File: src/rtl/clock_reset_sequencer.sv
// Supervises NUM_PLLS PLL channels: pulses each PLL reset, filters LOCKED, gates the output clock,
// then sequences a per-domain reset. Lock loss is made sticky and the channel re-sequences.
module clock_reset_sequencer #(
  parameter int NUM_PLLS     = 2,
  parameter int RST_PULSE    = 32,
  parameter int LOCK_TIMEOUT = 156250,
  parameter int LOCK_FILTER  = 1024,
  parameter int RST_HOLD     = 64
) (
  input  logic                  clk,
  input  logic                  rst,
  input  logic [NUM_PLLS-1:0]   pll_lock,
  output logic [NUM_PLLS-1:0]   pll_rst,
  output logic [NUM_PLLS-1:0]   clk_en,
  output logic [NUM_PLLS-1:0]   domain_rst,
  output logic                  all_ready,
  output logic [NUM_PLLS-1:0]   lock_lost,
  input  logic                  lock_lost_clr,
  output logic [8*NUM_PLLS-1:0] retry_count
);

  localparam int MAX_A   = (RST_PULSE > LOCK_TIMEOUT) ? RST_PULSE : LOCK_TIMEOUT;
  localparam int MAX_B   = (LOCK_FILTER > RST_HOLD) ? LOCK_FILTER : RST_HOLD;
  localparam int MAX_CNT = (MAX_A > MAX_B) ? MAX_A : MAX_B;
  localparam int CW      = $clog2(MAX_CNT) + 1;

  typedef enum logic [2:0] {
    PLL_RST   = 3'd0,
    WAIT_LOCK = 3'd1,
    FILTER    = 3'd2,
    CLK_ON    = 3'd3,
    RUN       = 3'd4
  } state_t;

  logic [NUM_PLLS-1:0] lock_meta_r;
  logic [NUM_PLLS-1:0] lock_sync_r;
  logic [NUM_PLLS-1:0] run_s;
  logic                all_ready_r;

  // Two-flop synchroniser for the asynchronous LOCKED inputs; deliberately left unreset.
  always_ff @(posedge clk) begin
    lock_meta_r <= pll_lock;
    lock_sync_r <= lock_meta_r;
  end

  for (genvar i = 0; i < NUM_PLLS; i++) begin : g_ch
    state_t        state_r;
    state_t        state_nxt_s;
    logic [CW-1:0] cnt_r;
    logic [7:0]    retry_r;
    logic          retry_inc_s;
    logic          loss_s;
    logic          lock_s;
    logic          pll_rst_r;
    logic          clk_en_r;
    logic          domain_rst_r;
    logic          lost_r;

    assign lock_s = lock_sync_r[i];

    // Next-state decode; loss is only flagged while the output clock is enabled.
    always_comb begin
      state_nxt_s = state_r;
      retry_inc_s = 1'b0;
      loss_s      = 1'b0;
      case (state_r)
        PLL_RST: begin
          if (cnt_r == CW'(RST_PULSE - 1)) state_nxt_s = WAIT_LOCK;
          else                             state_nxt_s = PLL_RST;
        end
        WAIT_LOCK: begin
          if (lock_s) begin
            state_nxt_s = FILTER;
          end else if (cnt_r == CW'(LOCK_TIMEOUT - 1)) begin
            state_nxt_s = PLL_RST;
            retry_inc_s = 1'b1;
          end else begin
            state_nxt_s = WAIT_LOCK;
          end
        end
        FILTER: begin
          if (!lock_s)                              state_nxt_s = WAIT_LOCK;
          else if (cnt_r == CW'(LOCK_FILTER - 1))   state_nxt_s = CLK_ON;
          else                                      state_nxt_s = FILTER;
        end
        CLK_ON: begin
          if (!lock_s) begin
            state_nxt_s = PLL_RST;
            loss_s      = 1'b1;
          end else if (cnt_r == CW'(RST_HOLD - 1)) begin
            state_nxt_s = RUN;
          end else begin
            state_nxt_s = CLK_ON;
          end
        end
        RUN: begin
          if (!lock_s) begin
            state_nxt_s = PLL_RST;
            loss_s      = 1'b1;
          end else begin
            state_nxt_s = RUN;
          end
        end
        default: state_nxt_s = PLL_RST;
      endcase
    end

    // State, cycle counter and state-decoded outputs; the counter idles at zero in RUN.
    always_ff @(posedge clk) begin
      if (rst) begin
        state_r      <= PLL_RST;
        cnt_r        <= {CW{1'b0}};
        pll_rst_r    <= 1'b1;
        clk_en_r     <= 1'b0;
        domain_rst_r <= 1'b1;
        lost_r       <= 1'b0;
        retry_r      <= 8'd0;
      end else begin
        state_r <= state_nxt_s;
        if ((state_nxt_s != state_r) || (state_r == RUN)) cnt_r <= {CW{1'b0}};
        else                                              cnt_r <= cnt_r + CW'(1);
        pll_rst_r    <= (state_nxt_s == PLL_RST);
        clk_en_r     <= (state_nxt_s == CLK_ON) || (state_nxt_s == RUN);
        domain_rst_r <= (state_nxt_s != RUN);
        if (loss_s)             lost_r <= 1'b1;
        else if (lock_lost_clr) lost_r <= 1'b0;
        else                    lost_r <= lost_r;
        if (retry_inc_s && (retry_r != 8'd255)) retry_r <= retry_r + 8'd1;
        else                                    retry_r <= retry_r;
      end
    end

    assign run_s[i]             = (state_r == RUN);
    assign pll_rst[i]           = pll_rst_r;
    assign clk_en[i]            = clk_en_r;
    assign domain_rst[i]        = domain_rst_r;
    assign lock_lost[i]         = lost_r;
    assign retry_count[8*i +: 8] = retry_r;
  end

  // Readiness follows the channel states with one cycle of delay.
  always_ff @(posedge clk) begin
    if (rst) all_ready_r <= 1'b0;
    else     all_ready_r <= &run_s;
  end

  assign all_ready = all_ready_r;

endmodule
File: config.mk
export PLATFORM = sky130hd
export DESIGN_NAME = clock_reset_sequencer
export DESIGN_NICKNAME = d
export VERILOG_FILES = /design/src/rtl/clock_reset_sequencer.sv
export SDC_FILE = /design/constraint.sdc
export NUM_CORES = 1
export LEC_CHECK = 0
export ABC_AREA = 1
export BUFFER_PORTS_ARGS = -buffer_cell sky130_fd_sc_hd__buf_2
export CORE_ASPECT_RATIO = 1.4
export CORE_MARGIN = 2
export CORE_UTILIZATION = 60
export CTS_CLUSTER_DIAMETER = 50
export CTS_CLUSTER_SIZE = 20
export DETAILED_ROUTE_END_ITERATION = 10
export HOLD_SLACK_MARGIN = 0.08
export PLACE_DENSITY_LB_ADDON = 0.2
export SYNTH_ARGS = -nofsm -noshare
export SYNTH_HDL_FRONTEND = slang
export SYNTH_SLANG_ARGS = --single-unit
File: constraint.sdc
create_clock -name clk -period 4.7 [get_ports clk]
set_input_delay 0.94 -clock clk [delete_from_list [all_inputs] [get_ports clk]]
set_output_delay 0.94 -clock clk [all_outputs]
set_load 0.02 [all_outputs]
### Word level (Yosys, flattened, before mapping)

Cells that the tools add are included.
W data, S select, Z words.

* register bits after elaboration: 73
* input port bits: 5
* output and inout port bits: 25

* add/sub/neg operators: 4
* eq/ne operators: 26
* multiplexer cells: 31
* reduce and logical (&&, ||, !) cells: 17

Operators with widths (count)
* $add A19 B1 Y19 const B: 2
* $eq A19 B10 Y1 const B: 2
* $eq A19 B18 Y1 const B: 2
* $eq A19 B5 Y1 const B: 2
* $eq A19 B6 Y1 const B: 2
* $pmux W3 S5: 2
* $mux W1: 19
* $eq A3 B2 Y1 const B: 6
* $mux W3: 6
* $add A8 B1 Y8 const B: 2
* $ne A8 B8 Y1 const B: 2
* $eq A3 B3 Y1 const B: 4
* $logic_not A3 Y1: 4
* $mux W2: 4
* $reduce_or A2 Y1: 4
* $eq A3 B1 Y1 const B: 2
* $ne A3 B3 Y1: 2
* $ne A3 B3 Y1 const B: 2
* $logic_or A1 B1 Y1: 4
* $reduce_bool A2 Y1: 2
* $logic_and A1 B1 Y1: 2
* $reduce_and A2 Y1: 1

### Logic depth before layout (Yosys ltp)

* depth after elaboration: 7
* mapped depth: 13
* mapped depth without buffers: 12

### Worst setup path after synthesis

No wires, ideal clock.

* path type: in2reg
* from: input rst
* to: register g_ch[0].cnt_r[15]
* setup time: 0.064 ns
* arrival: 1.795 ns
* data required time: 4.636 ns
* path slack: 2.841 ns
* stages on the path: 7
* path buffers: 2
* path through: clkbuf_1 > inv_1 > nand4_1 > nor2_1 > nand3_4 > buf_6 > nor2_1

* word-level cells in the longest chain between the ends: 1

Ends and longest elaborated chain
* start: declaration: RTL line 11 `input logic rst,`
* $reduce_or A2 Y1 (no line)
* end signal: assignment: RTL line 112 `cnt_r <= {CW{1'b0}};`
* end signal: assignment: RTL line 120 `if ((state_nxt_s != state_r) || (state_r == RUN)) cnt_r <= {CW{1'b0}};`
* end signal: assignment: RTL line 121 `else cnt_r <= cnt_r + CW'(1);`
* end: declaration: RTL line 49 `logic [CW-1:0] cnt_r;`

No other way between the ends.
A chain may end at the register's enable or synchronous reset.

### Final worst setup path

* from: register g_ch[1].cnt_r[0]
* to: register g_ch[1].cnt_r[0]

* word-level cells in the longest chain between the ends: 7
* elaborated cells on any way between the ends: 16
* those cells by class: 1 x add/sub; 5 x eq/ne; 8 x mux; 2 x reduce/logical

Ends and longest elaborated chain
* start: declaration: RTL line 49
* start signal: assignment: RTL line 112
* start signal: assignment: RTL line 120
* start signal: assignment: RTL line 121
* $eq A19 B6 Y1 (tied with other cells): RTL line 90 `end else if (cnt_r == CW'(RST_HOLD - 1)) begin`
* $mux W3 (tied with other cells): RTL line 90
* $mux W3 (tied with other cells): RTL line 87 `if (!lock_s) begin`
* $pmux W3 S5: RTL line 66 `case (state_r)`
* $ne A3 B3 Y1: RTL line 120
* $logic_or A1 B1 Y1: RTL line 120
* $reduce_or A2 Y1 (no line)

Parallel ways exist; a longest one is shown, timed or not.

==> results by group <==
STA
  – Setup TNS: 0 ps
  – Slew of the pin with the lowest slew margin: 441 ps
  – Final Skew: 5.78 ps
  – Period utilisation layout: 0.424
  – Period minus WS final: 1990 ps
  – Slew headroom: 0.704
  – # setup viols final: 0
  – RSZ-0062 raised after global routing: false
  – Slew Viols, Final: 0
  – Fmax: 0.501 GHz
  – Final Hold Vio Count: 0

Route
  – Post-DRT Antenna Nets: 0
  – Drc violations: 0
  – Iteration-0 DRC count of the detailed router: 150
  – Drt wl/cell: 11.3 µm
  – Via density: 5.22
  – Via count: 3505
  – Routed wire length: 7.59 mm
  – Initial DRT Pass Iterations: 4

Final layout
  – Nets: 605
  – P&R area growth vs syn: 7.99%
  – Most frequent cells in the layout: nand2_1, nor2_1, inv_1, dfxtp_1, nand3_1
  – Area occupied by registers: 0.00146 mm²
  – Share of layout cells above drive strength 1: 0.129
  – Filler Cell Count: 569
  – ANT cells: 0
  – Most common cell after layout, fill and taps aside: nand2_1
  – Multi-input logic area: 0.00203 mm²

Power
  – LEAKAGE: 1.85 nW
  – Design Power: 1.10 mW
  – P per Cell Area: 261 mW/mm²
  – Worst IR Drop VDD: 0.000176 V

Flow run
  – Max Cap Violations: 0

Die
  – Core Area: 0.00625 mm²
  – Die W: 72.1 µm
  – DIE AREA: 0.00717 mm²
  – Starting Density: 0.623
  – Die height: 99.4 µm
  – Io pins: 30
  – # rows: 34

Place
  – Count of input and output buffers: 29
  – Placed wire-length estimate: 5.81 mm
  – Placer Congestion: 0.894

Worst setup path
  – Critical path class: reg -> reg
  – Crit Path Max Fanout: 19
  – Largest stage delay, worst path: 420 ps
  – Crit. End Element: register
  – Startpoint types: register
  – Arrival time at the worst endpoint: 2280 ps
  – CP most frequent cell: nand2_1
  – Worst EP required: 4980 ps
  – Crit-path slowest cell: dfxtp_1
  – Cell Chain, Critical Path: ha_1 > nand3_2 > inv_1 > nand2_1 > nor2_2 > nand2_1 > nand2_1 > nand2_2 > nand3_2 > nand3_4 > nor2_1

Clocking
  – Clock slew at reported path FFs: 80 ps
  – Maximum buffer depth of the clock tree: 2
  – Post-CTS Setup Repair Bufs: 0
  – Post-CTS sizing: 0
  – CTS root buffer: clkbuf_8
  – Clk_lat worst skew: 360 ps
  – CTS Hold Bufs: 0
  – H-tree levels: 3
  – CTS buffer count: 9
  – CTS tree: done
  – CTS sink cnt: 73

Synth
  – Syn Nets: 578
  – Cell variety after synth: 26
  – Synth Area in Compound Gates: 0.0404
  – Mux cell area share after synthesis: 0
  – Seq/Total Area, Yosys: 0.375
  – Ys Warns: 0
  – Avg Cell Area, Syn: 6.87 µm²
  – Syn Inst Count: 567
  – Simple-Gate Fraction of Synth Area: 0.380
  – Post-Synth XOR/XNOR Area: 0.0809
  – Synth Area in Adders: 0.0193
  – Synth Register Bits: 73
  – Largest family of logic cells by synthesized area: simple AND/OR/NAND/NOR gates
  – Mapped Area: 0.00390 mm²

GRT
  – Pin count of the biggest net entering global routing: 20
  – Total Routing Usage GR: 0.230
  – Global-route wire length before repair: 13.2 mm
  – Initial antenna violation count: 0
  – Number of global-route vias before repair: 3313
  – Global route overflow: 0

Worst hold path
  – Hold Crit Class: reg -> reg

Status
  – Status: finished clean
## cells by family (layout without fill, tap and decap cells)
logic type / count (synthesis) / in the layout
buf+inv: 96 / 128
xor+xnor: 36 / 36
flops: 73 / 73
compound gates: 30 / 30
fa+ha+maj: 6 / 6
simple gates: 326 / 326
## stage by stage
stage	util	setup slack, ps	hold WS [ps]	instance area (µm²)	cells
finish	0.673	2710	334	4210	671
global placement	0.646	2470	311	4040	655
floorplan	-	2840	310	3900	567
detailed placement	0.646	2410	315	4040	655
CTS	0.673	2690	335	4210	671
global route	0.673	2510	338	4210	671
## cell type report
type	count	area share
Multi-Input combinational cell	398	0.482
Sequential cell	73	0.347
Inverter	83	0.0740
Timing Repair Buffer	29	0.0345
Clock buffer	10	0.0303
Tap cell	72	0.0214
Clock inverter	6	0.0101
## worst max-delay path: cells and delay by family, from the launching register on
kind / cells / cell delay [ps]
buf+inv: 1 / 100
simple gates: 9 / 1180
flops: 1 / 420
fa+ha+maj: 1 / 230
## final timing paths
check                     endpoint  cells past startpoint              from  slack (ps)
setup / recovery  g_ch[1].cnt_r[0]                     11  g_ch[1].cnt_r[0]        2710
hold / removal      lock_sync_r[1]                      0    lock_meta_r[1]         330
setup reg to reg  g_ch[1].cnt_r[0]                     11  g_ch[1].cnt_r[0]        2710
hold reg to reg     lock_sync_r[1]                      0    lock_meta_r[1]         330
## registers in the layout, summed over array words and instances, names as in the netlist
register and flops:
g_ch.cnt_r 38, g_ch.retry_r 16, g_ch.state_r 6, g_ch.clk_en_r 2, g_ch.domain_rst_r 2, g_ch.lost_r 2, g_ch.pll_rst_r 2, lock_meta_r 2
lock_sync_r 2, all_ready 1
## where the power goes
| part | internal [mW] | switching, mW |
|---|---|---|
| clock network | 0.193 | 0.245 |
| registers | 0.624 | 0.00643 |
| logic | 0.00921 | 0.0186 |
## synthesized netlist by cell type (all sizes together)
library cell	instances	area, µm²
dfxtp	73	1460
o211ai	1	7.51
nor4	2	12.5
a211oi	2	15.0
nand3	39	240
nor3	19	95.1
buf	10	82.6
ha	6	75.1
clkbuf	3	11.3
nand4	24	150
and3	1	6.26
nand2	131	507
a21oi	20	100
xnor2	8	70.1
o21ai	7	35.0
nand3b	1	7.51
inv	83	312
nor2	109	464
xor2	28	245
## routing by layer
metal,global-route usage,up-vias,share of wire
met5,0,-,0
met4,0.109,0,0.021
met3,0.0588,17,0.025
met2,0.430,48,0.54
met1,0.231,1616,0.42
li1,-,1824,-
No activity file was read; power rests on OpenSTA's default activity.
